[src/rtl/act_pkg.sv]
// act_pkg: shared definitions for the act_requant requantisation stage.
//   - act_state_e : frame sequencer states
//   - PIPE_LAT    : datapath latency in cycles (S1 bias add, S2 shift, S3 relu/saturate)
//   - sat_max/min : signed saturation limits for a given output width
package act_pkg;

  typedef enum logic [1:0] {
    ST_IDLE  = 2'd0,
    ST_RUN   = 2'd1,
    ST_DRAIN = 2'd2
  } act_state_e;

  localparam int PIPE_LAT = 3;

  function automatic int sat_max(input int dw);
    return (1 << (dw - 1)) - 1;
  endfunction

  function automatic int sat_min(input int dw);
    return -(1 << (dw - 1));
  endfunction

endpackage

[src/rtl/act_lane.sv]
// act_lane: one lane of the requantisation datapath, three register stages.
//   S1: r_sum = sext(acc) + sext(bias)          (AW+1 bits, cannot overflow)
//   S2: r_sh  = r_sum >>> shift                 (floor)
//       with ACT_ROUND_EN defined, 1<<(shift-1) is added first (round half up)
//   S3: optional ReLU, then saturate to DW-bit signed
// Each stage register only loads when its enable is high, so the output holds
// its last value between beats.
// Ports:
//   i_clk, i_rst_n        clock, async active-low reset
//   i_acc  [AW]           signed accumulator
//   i_bias [BW]           signed bias
//   i_shift[5]            arithmetic right-shift amount
//   i_relu                clamp negatives to zero
//   i_en1/i_en2/i_en3     load enables for S1/S2/S3
//   o_data [DW]           saturated activation
// Macro: ACT_ROUND_EN selects round-half-up in S2.
module act_lane
  import act_pkg::*;
#(
  parameter int DW = 8,
  parameter int AW = 24,
  parameter int BW = 16
) (
  input  logic                 i_clk,
  input  logic                 i_rst_n,
  input  logic signed [AW-1:0] i_acc,
  input  logic signed [BW-1:0] i_bias,
  input  logic [4:0]           i_shift,
  input  logic                 i_relu,
  input  logic                 i_en1,
  input  logic                 i_en2,
  input  logic                 i_en3,
  output logic signed [DW-1:0] o_data
);

  localparam int SW = AW + 1;
`ifdef ACT_ROUND_EN
  localparam int HW = AW + 2;
`else
  localparam int HW = AW + 1;
`endif

  localparam logic signed [HW-1:0] SAT_HI = HW'(sat_max(DW));
  localparam logic signed [HW-1:0] SAT_LO = HW'(sat_min(DW));

  logic signed [SW-1:0] r_sum;
  logic signed [SW-1:0] w_sum;
  logic signed [HW-1:0] r_sh;
  logic signed [HW-1:0] w_sh;
  logic signed [DW-1:0] w_out;

  assign w_sum = $signed({i_acc[AW-1], i_acc}) + $signed({{(SW-BW){i_bias[BW-1]}}, i_bias});

`ifdef ACT_ROUND_EN
  logic        [HW-1:0] w_rnd;
  logic signed [HW-1:0] w_pre;

  // For shift >= SW any in-range sum rounds to 0. Capping the half-LSB at
  // 2^(SW-1) keeps the biased sum non-negative and inside HW bits, so the
  // shift still yields 0 without needing a wider adder.
  always_comb begin
    w_rnd = '0;
    if (i_shift >= 5'(SW))
      w_rnd = HW'(1) << (SW - 1);
    else
      w_rnd = (HW'(1) << i_shift) >> 1;
  end

  assign w_pre = $signed({r_sum[SW-1], r_sum}) + $signed(w_rnd);
  assign w_sh  = w_pre >>> i_shift;
`else
  assign w_sh  = r_sum >>> i_shift;
`endif

  always_comb begin
    w_out = r_sh[DW-1:0];
    if (i_relu && r_sh[HW-1])
      w_out = '0;
    else if (r_sh > SAT_HI)
      w_out = SAT_HI[DW-1:0];
    else if (r_sh < SAT_LO)
      w_out = SAT_LO[DW-1:0];
  end

  always_ff @(posedge i_clk or negedge i_rst_n) begin
    if (!i_rst_n) begin
      r_sum  <= '0;
      r_sh   <= '0;
      o_data <= '0;
    end else begin
      if (i_en1) r_sum  <= w_sum;
      if (i_en2) r_sh   <= w_sh;
      if (i_en3) o_data <= w_out;
    end
  end

endmodule

[src/rtl/act_requant.sv]
// act_requant: requantisation/activation stage feeding the max-pool stage.
// Per lane: bias add -> arithmetic right shift -> optional ReLU -> saturate.
// Frames are delimited by a programmed beat count; no backpressure.
//
// state    | meaning
// ST_IDLE  | waiting for cfg_load; beats dropped
// ST_RUN   | accepting beats, counting toward cfg_beats
// ST_DRAIN | last beat in flight; further beats dropped until it exits
//
// Ports:
//   clk, rst_n           clock, async active-low reset
//   in_data/in_valid     DN signed AW-bit accumulators and beat strobe
//   cfg_load             latches cfg_* (honoured in IDLE only)
//   cfg_bias/shift/relu  per-lane bias, shift amount, ReLU enable
//   cfg_beats            beats per frame (0 is rejected)
//   cfg_ctrl             ctrl word forwarded on s_ctrl for the frame
//   s_data/s_valid       DN signed DW-bit activations, 3 cycles after input
//   s_ctrl/s_last        latched ctrl, final-beat marker
//   done                 pulses with s_last
//   err                  sticky protocol error, cleared by an accepted cfg_load
// Macro: ACT_ROUND_EN enables round-half-up in the shift stage.
module act_requant
  import act_pkg::*;
#(
  parameter int DN = 7,
  parameter int DW = 8,
  parameter int AW = 24,
  parameter int BW = 16,
  parameter int CW = 9,
  parameter int NW = 16
) (
  input  logic               clk,
  input  logic               rst_n,
  input  logic [DN*AW-1:0]   in_data,
  input  logic               in_valid,
  input  logic               cfg_load,
  input  logic [DN*BW-1:0]   cfg_bias,
  input  logic [4:0]         cfg_shift,
  input  logic               cfg_relu,
  input  logic [NW-1:0]      cfg_beats,
  input  logic [CW-1:0]      cfg_ctrl,
  output logic [DN*DW-1:0]   s_data,
  output logic               s_valid,
  output logic [CW-1:0]      s_ctrl,
  output logic               s_last,
  output logic               done,
  output logic               err
);

  act_state_e          r_state;
  logic [NW-1:0]       r_cnt;
  logic [NW-1:0]       r_beats;
  logic [DN*BW-1:0]    r_bias;
  logic [4:0]          r_shift;
  logic                r_relu;
  logic [CW-1:0]       r_ctrl;
  logic                r_err;
  logic                r_done;
  logic [PIPE_LAT-1:0] r_vld;
  logic [PIPE_LAT-1:0] r_last;

  logic w_acc;
  logic w_cnt_end;
  logic w_load_ok;
  logic w_err_set;
  logic w_tail;

  assign w_acc     = in_valid && (r_state == ST_RUN);
  assign w_cnt_end = (r_cnt == r_beats - NW'(1));
  assign w_load_ok = cfg_load && (r_state == ST_IDLE) && (cfg_beats != '0);
  assign w_err_set = (cfg_load && !w_load_ok) || (in_valid && !w_acc);
  // Tagged beat moving into the output stage on this edge.
  assign w_tail    = r_vld[PIPE_LAT-2] & r_last[PIPE_LAT-2];

  always_ff @(posedge clk or negedge rst_n) begin
    if (!rst_n) begin
      r_state <= ST_IDLE;
      r_cnt   <= '0;
      r_beats <= '0;
      r_bias  <= '0;
      r_shift <= '0;
      r_relu  <= 1'b0;
      r_ctrl  <= '0;
      r_err   <= 1'b0;
      r_done  <= 1'b0;
      r_vld   <= '0;
      r_last  <= '0;
    end else begin
      r_vld  <= {r_vld[PIPE_LAT-2:0], w_acc};
      r_last <= {r_last[PIPE_LAT-2:0], w_acc & w_cnt_end};
      r_done <= w_tail;

      case (r_state)
        ST_IDLE: begin
          if (w_load_ok) begin
            r_beats <= cfg_beats;
            r_bias  <= cfg_bias;
            r_shift <= cfg_shift;
            r_relu  <= cfg_relu;
            r_ctrl  <= cfg_ctrl;
            r_cnt   <= '0;
            r_state <= ST_RUN;
          end
        end
        ST_RUN: begin
          if (w_acc) begin
            if (w_cnt_end)
              r_state <= ST_DRAIN;
            else
              r_cnt <= r_cnt + NW'(1);
          end
        end
        ST_DRAIN: begin
          if (w_tail)
            r_state <= ST_IDLE;
        end
        default: r_state <= ST_IDLE;
      endcase

      // A dropped beat in the load cycle must leave err set, so set wins.
      if (w_load_ok) r_err <= 1'b0;
      if (w_err_set) r_err <= 1'b1;
    end
  end

  assign s_valid = r_vld[PIPE_LAT-1];
  assign s_last  = r_last[PIPE_LAT-1];
  assign s_ctrl  = r_ctrl;
  assign done    = r_done;
  assign err     = r_err;

  for (genvar gi = 0; gi < DN; gi++) begin : g_lane
    act_lane #(
      .DW(DW),
      .AW(AW),
      .BW(BW)
    ) u_lane (
      .i_clk  (clk),
      .i_rst_n(rst_n),
      .i_acc  (in_data[gi*AW +: AW]),
      .i_bias (r_bias[gi*BW +: BW]),
      .i_shift(r_shift),
      .i_relu (r_relu),
      .i_en1  (w_acc),
      .i_en2  (r_vld[0]),
      .i_en3  (r_vld[1]),
      .o_data (s_data[gi*DW +: DW])
    );
  end

endmodule
[config.mk]
export PLATFORM = sky130hd
export DESIGN_NAME = act_requant
export DESIGN_NICKNAME = d
export VERILOG_FILES = /design/src/rtl/act_pkg.sv /design/src/rtl/act_lane.sv /design/src/rtl/act_requant.sv
export SDC_FILE = /design/constraint.sdc
export NUM_CORES = 2
export LEC_CHECK = 0
export BUFFER_PORTS_ARGS = -buffer_cell sky130_fd_sc_hd__buf_2
export CORE_MARGIN = 1
export CORE_UTILIZATION = 55
export CTS_CLUSTER_SIZE = 30
export DETAILED_ROUTE_END_ITERATION = 16
export PLACE_DENSITY = 0.75
export SYNTH_ARGS = -nofsm -noshare
export SYNTH_HDL_FRONTEND = slang
export SYNTH_SLANG_ARGS = --single-unit
[constraint.sdc]
create_clock -name clk -period 4.1 [get_ports clk]
set_input_delay 0.615 -clock clk [delete_from_list [all_inputs] [get_ports clk]]
set_output_delay 0.615 -clock clk [all_outputs]
set_load 0.02 [all_outputs]
==> reports/results.txt <==
status = completed
final setup fails = 0
Post-synth ARST share = 1.00
final worst-path setup slack = 0.720 ns
Seq cells post-synth = 575
MaxCap Viol Count = 0
Hold WC Path Type = input port to flop
final wirelength = 104000 um
TNS Setup = 0 ns
clk buf depth = 3
Slew Limit Fails = 0
CP endpoint kind = flop
Total Routing Usage GR = 0.293
Post-CTS Resized = 0
area growth from synthesis to layout = 13.1%
Clock Tree Root = clkbuf_16
drt drc = 0
DP Cell Count = 5189
EDFF count, synth = 0
sequential share of the synthesized area = 0.378
Worst Reg-to-Reg Cells = 11
peak fanout along the critical path = 9
CP required = 4.64 ns
Slowest cell on crit path = or3b_2
critical path data arrival time = 3.92 ns
Max-Slew Margin vs Limit = 0.198
Setup Skew = 0.0361 ns
I/O pin cnt = 384
hold slack = 0.208 ns
H-tree depth = 3
layout cells sized above 1 = 0.198
vias in the first global route = 30500
unrepaired setup endpoints after global routing = false
PortBufs = 383
die area = 0.0702 mm^2
TritonCTS buffer count = 68
Hold Violations, Final = 0
Yosys cell types = 75
WS Path Type = flop to flop
first-pass GRT wire length = 166000 um
crit path cell chain = inv_1 > ha_1 > or3b_2 > nor4_4 > mux2_2 > a22oi_1 > a2111o_1 > o31a_1 > nand2_2 > or4_1 > a21boi_0
Core ar. = 0.0685 mm^2
Post-Syn Area = 0.0380 mm^2
Die Wd = 265 um
ys flop type = dfrtp_1
CP peak stage delay = 0.55 ns
Congestion Overflow GR = 0
clock sink count = 575
Avg Inst Size Synth = 9.21 um^2
via/cell ratio = 6.13
Detailed Routing Iterations Pass 1 = 6
Final nets = 4870
post-synthesis cell count = 4129
initial antenna violation count = 17
ANT nets after route = 0
TritonCTS clock tree = built
post-route insts no fill = 5319
# hold bufs at CTS = 1
WHS Path Cells = 2
Startpoint Class = flop
YS warnings = 0
post-layout util = 0.628
Die H = 265 um
Pwr per Cell Area = 290 mW/mm^2
Max VDD drop = 0.330 mV
static leakage power = 20.3 nW
clk slew on worst S/H paths = 0.06 ns
Min Clock Period, post-route = 3.38 ns
insertion delay to the later sink of the worst-skew pair = 0.64 ns
setup bufs post-CTS = 0
Cell Rows = 96
slew at the pin closest to its max-slew limit = 1.20 ns
Starting Density = 0.555
initial DRC count = 3177
largest net degree at the start of global routing = 160
GP Congestion = 0.910
post-route clock period utilization = 0.824
fmax = 296 MHz
wire per inst = 19.5 um
routed vias = 32600
Syn Nets = 4621
pre-CTS WS = 0.557 ns
hpwl dp = 75700 um
==> synth_stat cells (7+ instances only) <==
master      n  area (um^2)
a31oi_1    72          450
mux2_2    194         2180
mux4_2     99         2230
nand2_1   489         1840
and2_1     26          163
or2_2       9         56.3
o21ai_0   362         1810
and3_1     29          181
mux2i_1    92          921
nand4_1    53          332
a41oi_1     9         78.8
o21a_1     50          375
a311oi_1   23          201
nor2b_1    33          206
a311o_1    13          130
clkbuf_2    7         35.0
o21bai_1   11         82.6
a211o_1    18          158
nor4_1     39          244
or3_1      18          113
nand3_1    67          335
o211ai_1   73          548
buf_1      50          188
ha_1      170         2130
nor2_1    302         1130
o22ai_1    58          363
o31ai_1    21          158
a21oi_1   258         1290
o41ai_1    11         96.3
nand3b_1    9         67.6
clkbuf_1  196          736
a22oi_1    17          128
nand2b_1   41          257
xnor2_1    76          666
dfrtp_1   575        14400
fa_1        7          140
nor3_1     29          145
a211oi_1   96          721
a21o_1     74          556
xor2_1     72          631
inv_1     180          676
==> report_power, final <==
part           switching [mW]  total, mW  internal (mW)
Clock                    2.56       6.19           3.63
Combinational           0.351      0.588          0.237
Sequential                  0       5.68           5.68
==> cell families (layout without fill, tap and decap cells) <==
family,count (synthesis),in the layout,share of synthesized area
and+or+nand+nor,1176,1176,0.141
other,0,10,0
AOI/OAI and AO/OA,1227,1227,0.203
muxes,385,385,0.140
adders and majority gates,177,177,0.0596
xor gates and xnor gates,148,148,0.0341
buffers and inverters,441,739,0.0442
DFF,575,575,0.378
==> final timing paths <==
path                                from          end  slack (ns)
hold / removal             cfg_bias[104]  r_bias[104]        0.21
min in group asynchronous          rst_n     r_vld[2]        0.47
setup reg to reg              r_beats[0]    r_cnt[13]        0.72
max in group asynchronous          rst_n   r_shift[1]        2.53
hold reg to reg                r_last[0]    r_last[1]        0.36
setup / recovery              r_beats[0]    r_cnt[13]        0.72
==> worst max-delay path, delay by kind of cell, from the launching register on <==
family	cells	cell delay (ns)
adders and majority gates	1	0.20
AOI/OAI and AO/OA	4	0.72
muxes	1	0.37
and+or+nand+nor	4	1.50
buffers and inverters	1	0.08
DFF	1	0.42
==> metrics by stage <==
| stage | power (mW) | cell area [um^2] |
|---|---|---|
| CTS | 12.5 | 43000 |
| finish | 12.4 | 43000 |
| floorplan | 6.00 | 38000 |
| detailed placement | 6.36 | 40700 |
| global route | 12.8 | 43000 |
| global placement | 6.36 | 40700 |
==> cell usage in the layout, fill, tap and decap left out, types with 13 or more instances in the layout <==
master / instances
nor3_1: 28
and3_1: 29
inv_1: 176
nand2b_1: 41
o22ai_1: 58
buf_4: 41
nand4_1: 53
buf_2: 382
buf_12: 14
a311o_1: 13
a31oi_1: 72
dfrtp_1: 568
a22oi_1: 17
nand3_1: 66
xor2_1: 72
nor2b_1: 33
o21ai_0: 362
o211ai_1: 73
clkbuf_16: 68
nor4_1: 38
a21oi_1: 258
ha_1: 170
clkbuf_1: 13
a211o_1: 18
mux4_2: 99
nand2_1: 488
a211oi_1: 96
and2_1: 26
mux2i_1: 92
xnor2_1: 76
a311oi_1: 23
o21a_1: 50
or3_1: 18
a21o_1: 74
nor2_1: 301
mux2_2: 194
o31ai_1: 21
==> layer usage <==
layer | vias up | track usage | wire length (um)
li1 | 15600 | - | -
met1 | 15700 | 0.446 | 48600
met2 | 1164 | 0.424 | 45100
met3 | 149 | 0.0590 | 7890
met4 | 14 | 0.0744 | 2230
met5 | - | 0 | 92
==> registers in the layout (all words and copies together) (netlist names) <==
signal	cells
r_shift	5
r_state	2
s_ctrl	9
r_last	3
r_relu	1
g_lane.u_lane.o_data	56
err	1
g_lane.u_lane.r_sh	175
r_bias	112
r_cnt	16
done	1
r_beats	16
g_lane.u_lane.r_sum	175
r_vld	3
==> final cells by class <==
cell class                 count  area [um^2]
fill                        5799        25500
multi-input combinational   3113        22000
sequential                   575        14400
timing repair buffer         439         2520
clock buffer                  93         1920
tap                          882         1100
inverter                     181          682
clock inverter                26          347
antenna                       10         25.0
(Power assumes the default switching activity.)
